### src/rtl/mem_arbiter.sv
// mem_arbiter: two-port arbiter in front of a 256-byte word memory with a
// registered read port (1-cycle latency).
//   port 0 = pipeline MEM stage, port 1 = debug/loader.
//   Port 0 has fixed priority. Port 1 is forced through once it has been
//   denied STARVE_LIMIT consecutive cycles while requesting.
// Ports:
//   clk, rst                     clock, async active-high reset
//   pN_req/we/addr/wdata         request (held stable by requester until gnt)
//   pN_gnt                       combinational accept in the request cycle
//   pN_done/err/rdata            response, one cycle after grant
//   m_ra, m_wa, m_di, m_wr       memory read addr, write addr/data, write enable
//   m_do                         memory read data (registered in memory)
//
// state  | meaning
// S_IDLE | no transaction granted last cycle, no done this cycle
// S_P0   | port 0 was granted last cycle, p0_done this cycle
// S_P1   | port 1 was granted last cycle, p1_done this cycle
module mem_arbiter #(
   parameter int          STARVE_LIMIT = 4,
   parameter logic [31:0] ADDR_MAX     = 32'd252
) (
   input  logic        clk,
   input  logic        rst,
   input  logic        p0_req,
   input  logic        p0_we,
   input  logic [31:0] p0_addr,
   input  logic [31:0] p0_wdata,
   input  logic        p1_req,
   input  logic        p1_we,
   input  logic [31:0] p1_addr,
   input  logic [31:0] p1_wdata,
   output logic        p0_gnt,
   output logic        p1_gnt,
   output logic        p0_done,
   output logic        p1_done,
   output logic [31:0] p0_rdata,
   output logic [31:0] p1_rdata,
   output logic        p0_err,
   output logic        p1_err,
   output logic [31:0] m_ra,
   output logic [31:0] m_wa,
   output logic [31:0] m_di,
   output logic        m_wr,
   input  logic [31:0] m_do
);

   localparam int CW = (STARVE_LIMIT < 1) ? 1 : $clog2(STARVE_LIMIT + 1);
   localparam logic [CW-1:0] STARVE_MAX = CW'(STARVE_LIMIT);

   typedef enum logic [1:0] {S_IDLE, S_P0, S_P1} own_t;

   own_t          state, next_state;
   logic [CW-1:0] starve_cnt;
   logic          rd_q, rd_d;
   logic          err_q, err_d;

   logic          sel_p1;
   logic          any_gnt;
   logic          g_we;
   logic [31:0]   g_addr;
   logic [31:0]   g_wdata;
   logic          g_legal;

   // Grant selection and request mux. Grants are masked while rst is high
   // so nothing reaches the memory or the response registers during reset.
   always_comb begin
      sel_p1  = p1_req && (!p0_req || (starve_cnt == STARVE_MAX));
      p1_gnt  = !rst && sel_p1;
      p0_gnt  = !rst && p0_req && !sel_p1;
      any_gnt = p0_gnt || p1_gnt;
      g_we    = sel_p1 ? p1_we    : p0_we;
      g_addr  = sel_p1 ? p1_addr  : p0_addr;
      g_wdata = sel_p1 ? p1_wdata : p0_wdata;
      g_legal = (g_addr[1:0] == 2'b00) && (g_addr <= ADDR_MAX);
   end

   // Memory side: only legal granted accesses drive the bus; everything
   // else presents zeros so an illegal request has no memory side effect.
   always_comb begin
      m_wr = any_gnt && g_legal && g_we;
      m_wa = m_wr ? g_addr  : 32'd0;
      m_di = m_wr ? g_wdata : 32'd0;
      m_ra = (any_gnt && g_legal && !g_we) ? g_addr : 32'd0;
   end

   always_ff @(posedge clk or posedge rst) begin
      if (rst) begin
         starve_cnt <= '0;
      end else if (p1_gnt) begin
         starve_cnt <= '0;
      end else if (p1_req && (starve_cnt != STARVE_MAX)) begin
         starve_cnt <= starve_cnt + 1'b1;
      end
   end

   always_ff @(posedge clk or posedge rst) begin
      if (rst) begin
         state <= S_IDLE;
         rd_q  <= 1'b0;
         err_q <= 1'b0;
      end else begin
         state <= next_state;
         rd_q  <= rd_d;
         err_q <= err_d;
      end
   end

   always_comb begin
      next_state = S_IDLE;
      rd_d       = 1'b0;
      err_d      = 1'b0;
      p0_done    = 1'b0;
      p1_done    = 1'b0;
      p0_err     = 1'b0;
      p1_err     = 1'b0;
      p0_rdata   = 32'd0;
      p1_rdata   = 32'd0;

      if (p0_gnt) begin
         next_state = S_P0;
      end else if (p1_gnt) begin
         next_state = S_P1;
      end
      if (any_gnt) begin
         rd_d  = g_legal && !g_we;
         err_d = !g_legal;
      end

      // m_do carries data only for a legal read; writes and illegal
      // requests return zero.
      case (state)
         S_P0: begin
            p0_done  = 1'b1;
            p0_err   = err_q;
            p0_rdata = rd_q ? m_do : 32'd0;
         end
         S_P1: begin
            p1_done  = 1'b1;
            p1_err   = err_q;
            p1_rdata = rd_q ? m_do : 32'd0;
         end
         default: ;
      endcase
   end

endmodule

### config.mk
export PLATFORM = sky130hd
export DESIGN_NAME = mem_arbiter
export DESIGN_NICKNAME = d
export VERILOG_FILES = /design/src/rtl/mem_arbiter.sv
export SDC_FILE = /design/constraint.sdc
export NUM_CORES = 1
export LEC_CHECK = 0
export CAP_MARGIN = 20
export CORE_AREA = 2 2 131 133
export DETAILED_ROUTE_END_ITERATION = 10
export DIE_AREA = 0 0 133 135
export MAX_ROUTING_LAYER = met4
export PLACE_DENSITY = 0.56
export SETUP_SLACK_MARGIN = 0.15
export SYNTH_ARGS = -nofsm -noshare
export SYNTH_HDL_FRONTEND = slang
export SYNTH_SLANG_ARGS = --single-unit
### constraint.sdc
create_clock -name clk -period 2.9 [get_ports clk]
set_clock_uncertainty 0.2 [all_clocks]
set_input_delay 0.58 -clock clk [delete_from_list [all_inputs] [get_ports clk]]
set_output_delay 0.58 -clock clk [all_outputs]
set_load 0.005 [all_outputs]
After elaboration in Yosys (flattened, before gate mapping)
Index checks and enable logic that the tools add are counted.
{"block": "totals", "wordCells": 48, "out_inout_bits": 167, "reg_bits": 7}
{"block": "op_classes", "n_lt_le_gt_ge": 1, "n_mux": 19, "addsub": 1, "reduce_logical": 19, "n_eq_ne": 4}
{"op": "$mux W32", "n": 8}
{"op": "$le A32 B8 Y1 const B", "n": 1}
{"op": "$logic_and A1 B1 Y1", "n": 10}
{"op": "$mux W1", "n": 7}
{"op": "$mux W3", "n": 2}
{"op": "$logic_not A1 Y1", "n": 5}
{"op": "$mux W2", "n": 2}
{"op": "$add A3 B1 Y3 const B", "n": 1}
{"op": "$eq A3 B3 Y1 const B", "n": 1}
{"op": "$ne A3 B3 Y1 const B", "n": 1}
{"op": "$eq A2 B1 Y1 const B", "n": 1}
{"op": "$eq A2 B2 Y1 const B", "n": 1}
{"op": "$logic_not A2 Y1", "n": 1}
{"op": "$logic_or A1 B1 Y1", "n": 2}
{"op": "$reduce_bool A2 Y1", "n": 1}

Logic depth before layout (Yosys ltp)
{"block": "logic_depth", "ltp_word": 9, "mapped_depth": 8}

Worst setup path before layout
No wires, ideal clock.
{"block": "synth_timing", "kind": "input-to-output", "from": "input p1_addr[29]", "to": "output m_ra[5]", "setup_slack_ps": 113, "cell_stages": 5, "arrival_ps": 2007, "t_required_ps": 2120, "path_cell_list": "or4_4 > nor4_4 > o22ai_4 > buf_6 > nor4_1"}
{"block": "synth_between", "elab_chain_cells": 6}
{"element": "start, declared", "line_no": "30", "rtl": "input logic [31:0] p1_addr,"}
{"element": "$mux W32", "line_no": "72", "rtl": "g_addr = sel_p1 ? p1_addr : p0_addr;"}
{"element": "$le A32 B8 Y1", "line_no": "74", "rtl": "g_legal = (g_addr[1:0] == 2'b00) && (g_addr <= ADDR_MAX);"}
{"element": "$logic_and A1 B1 Y1", "line_no": "74"}
{"element": "$logic_and A1 B1 Y1 (2 in series)", "line_no": "83", "rtl": "m_ra = (any_gnt && g_legal && !g_we) ? g_addr : 32'd0;"}
{"element": "$mux W32", "line_no": "83"}
{"element": "end, declared", "line_no": "40", "rtl": "output logic [31:0] m_ra,"}
Every way passes these cells.

Final worst setup path
{"block": "layout_timing", "from": "input p0_addr[8]", "to": "output m_di[21]"}
{"block": "layout_between", "elab_chain_cells": 6}
{"element": "start, declared", "line_no": "26", "rtl": "input logic [31:0] p0_addr,"}
{"element": "$mux W32", "line_no": "72"}
{"element": "$le A32 B8 Y1", "line_no": "74"}
{"element": "$logic_and A1 B1 Y1", "line_no": "74"}
{"element": "$logic_and A1 B1 Y1 (2 in series)", "line_no": "80", "rtl": "m_wr = any_gnt && g_legal && g_we;"}
{"element": "$mux W32", "line_no": "82", "rtl": "m_di = m_wr ? g_wdata : 32'd0;"}
{"element": "end, declared", "line_no": "42", "rtl": "output logic [31:0] m_di,"}
Every way passes these cells.

==> flow_metrics.py <==
metrics = {
    "status": {
        "outcome": "finished with violations",
        "violations": "negative setup slack",
    },
    "die": {
        "dieWidth_um": 133,
        "pin_count": 333,
        "floorplan.initialDensity_pct": 14.6,
        "fp.dieArea_um2": 18000,
        "die_extent_in_y_um": 135,
        "design.core.area_um2": 16400,
        "rows": 47,
    },
    "grt": {
        "gr-total-overflow": 0,
        "global_route_usage_over_all_layers_pct": 15.1,
        "largest_net_degree_at_the_start_of_global_routing": 35,
        "grt_pass1_wl_mm": 20.6,
        "grt_antenna_before_repair": 2,
        "first_global_vias": 3654,
    },
    "clocking": {
        "path_clk_slew_ns": 0.04,
        "ctsLongestPathBuffers": 2,
        "clock_sink_count": 7,
        "cts-root-buf": "clkbuf_16",
        "ctsHoldBuffers": 0,
        "clkLatencyLatePin_ns": 0.23,
        "htree_levels": 1,
        "tritoncts": "built",
        "tritoncts.num_buffers": 3,
    },
    "placement": {
        "place_area_um2": 5430,
        "post-place-ws_ns": -1.04,
        "hpwl_mm": 11.3,
        "dpl.cell_count": 831,
        "portBuffers": 280,
        "gp_congestion": 0.806,
    },
    "timing": {
        "report.final.hold_viol_count": 0,
        "finalCritPeriodShare_pct": 113,
        "report.final.setup_viol": 45,
        "holdWs_ns": 0.371,
        "worst_slew_pin_slew_ns": 0.549,
        "timing_max_transition_violations_final": 0,
        "fin_ws_ns": -0.363,
        "post-route-min-period_ns": 3.26,
        "grt_setup_unrepaired": "true",
        "max_freq_mhz": 307,
        "setup_total_negative_slack_ns": -10.22,
        "slew_headroom_pct": 63.4,
    },
    "critical_path": {
        "cp_data_required_time_ns": 2.12,
        "crit_path_cell_trace": "buf_6, or4_4, a211oi_2, buf_4, o22ai_4, buf_12, nor4_2, clkdlybuf4s15_2",
        "critical_path.slowest_cell": "or4_4",
        "timing.critical_path.slowest_cell_delay_ns": 0.53,
        "worstPathArrival_ns": 2.48,
        "startpoint_kind_of_the_worst_setup_timing_path": "input port",
        "timing.critical_path.to_type": "output port",
        "setup.worst_path.class": "in -> out",
        "critical_path_peak_fanout": 22,
    },
    "synth": {
        "synth-edff-count": 0,
        "yosys_warnings": 0,
        "syn_area_um2": 2390,
        "ys_seq_elements": 7,
        "synth_area_per_cell_um2": 7.18,
        "unique_masters_post_synth": 37,
        "postSynth.topFlopCell": "dfrtp_1",
        "top_cell_type_s_share_of_synthesized_area_pct": 18.8,
        "synthArstFlopShare_pct": 100,
        "synthTopCellsByArea": "nor4_2 (19%), buf_4 (16%), mux2i_1 (15%)",
        "synth.yosys.seq_area_share_pct": 7.33,
        "yosysTopAreaCell": "nor4_2",
        "synthesis.instances": 333,
    },
    "cells_and_area": {
        "final_area_um2": 5950,
        "utilization_pct": 36.2,
        "final.fill_count": 1660,
        "layoutNonFillerInstCount": 867,
        "final_cell_mix": "clkdlybuf4s50_1 (178), nor2_1 (66), conb_1 (52)",
        "mostFrequentLayoutCell": "clkdlybuf4s50_1",
        "multi_input_comb_area_um2": 2170,
        "area_growth_syn_to_layout_pct": 149,
        "layout.area.seq_um2": 175,
        "layout.nets": 814,
        "drive_above_1_share_pct": 30.7,
    },
    "worst_hold_path": {
        "timing.hold.worst.class": "reg -> reg",
    },
    "route": {
        "routed_wire_length_per_instance_um": 16.3,
        "via_count": 3554,
        "drc": 0,
        "drt-initial-drc-count": 103,
        "postRouteWirelength_mm": 14.2,
        "drtPass1Iterations": 5,
        "antenna_violating_nets_post_route": 0,
        "route.detailed.vias_per_inst": 4.10,
    },
    "pwr": {
        "vdd_drop_max_uv": 153,
        "power.total_mw": 1.05,
        "total_leakage_power_nw": 2.54,
        "cellPowerDensity_nw_per_um2": 176,
    },
    "job": {
        "cap_viol_max_count": 0,
    },
}
path summary, 6_finish.rpt:
path	startpoint	to	slack [ns]	depth (start not counted)
max reg2reg	starve_cnt[1]	rd_q	0.56	9
min reg2reg	starve_cnt[0]	starve_cnt[0]	0.37	3
min in group asynchronous	rst	state[0]	0.67	4
max in group asynchronous	rst	starve_cnt[2]	1.70	4
max	p0_addr[8]	m_di[21]	-0.36	8
min	starve_cnt[0]	starve_cnt[0]	0.37	3
layout make-up:
type	count	area share (%)
Tap cell	220	4.63
Antenna cell	2	0.0842
Inverter	8	0.505
Sequential cell	7	2.95
Clock buffer	3	1.26
Timing Repair Buffer	338	53.9
Multi-Input combinational cell	288	36.6
Clock inverter	1	0.0842
registers in the layout, summed over array words and instances (netlist names):
signal,flops
starve_cnt,3
state,2
err_q,1
rd_q,1
Yosys cell counts (2+ instances only):
cell type and number:
mux2i_1 37, o21ai_0 2, a21oi_1 3, nand2_1 37
nor2_1 69, clkbuf_1 17, dfrtp_1 7, buf_2 8
nor3_1 5, a21o_1 2, nand4_1 2, nand3b_1 2
or4_1 5, nor4_1 12, ha_1 2, inv_1 8
buf_6 4, nand2b_1 2, nor4_2 36, buf_4 52
nand3_1 5
metal layers:
layer  track usage, %  vias to the layer above  wire length [um]
met5                -                        -                 0
met4             4.48                        0               325
met3             2.18                       20               995
met2             27.5                      217              7410
met1             17.1                     1631              5430
li1                 -                     1686                 -
repair_timing:
| action | in CTS | in global routing |
|---|---|---|
| pin swaps | 34 | 1 |
| setup buffers | 23 | 4 |
| gates cloned | 3 | 0 |
| endpoints found under the setup margin | 47 | 46 |
| resized for setup | 328 | 27 |
worst max-delay path: cells and delay by family:
| kind | cells | cell delay, ns |
|---|---|---|
| buffers and inverters | 4 | 0.71 |
| AO/OA/AOI/OAI | 2 | 0.37 |
| AND/OR/NAND/NOR | 2 | 0.81 |
report_power, final:
part | switching, mW | internal [mW]
clock | 0.0555 | 0.181
combinational | 0.303 | 0.376
sequential | 0.0158 | 0.118
logic make-up (layout without fill, tap and decap cells):
logic type                 count (synthesis)  after routing  share of synthesized area (%)
AOI/OAI and AO/OA                         15             15                           5.18
DFF                                        7              7                           7.33
adders and majority gates                  2              2                           1.05
and+or+nand+nor                          181            181                           46.5
buffers and inverters                     89            350                           23.8
muxes                                     38             38                           16.0
other                                      1             54                          0.157
Note: power is estimated with default switching activity, not from simulation.
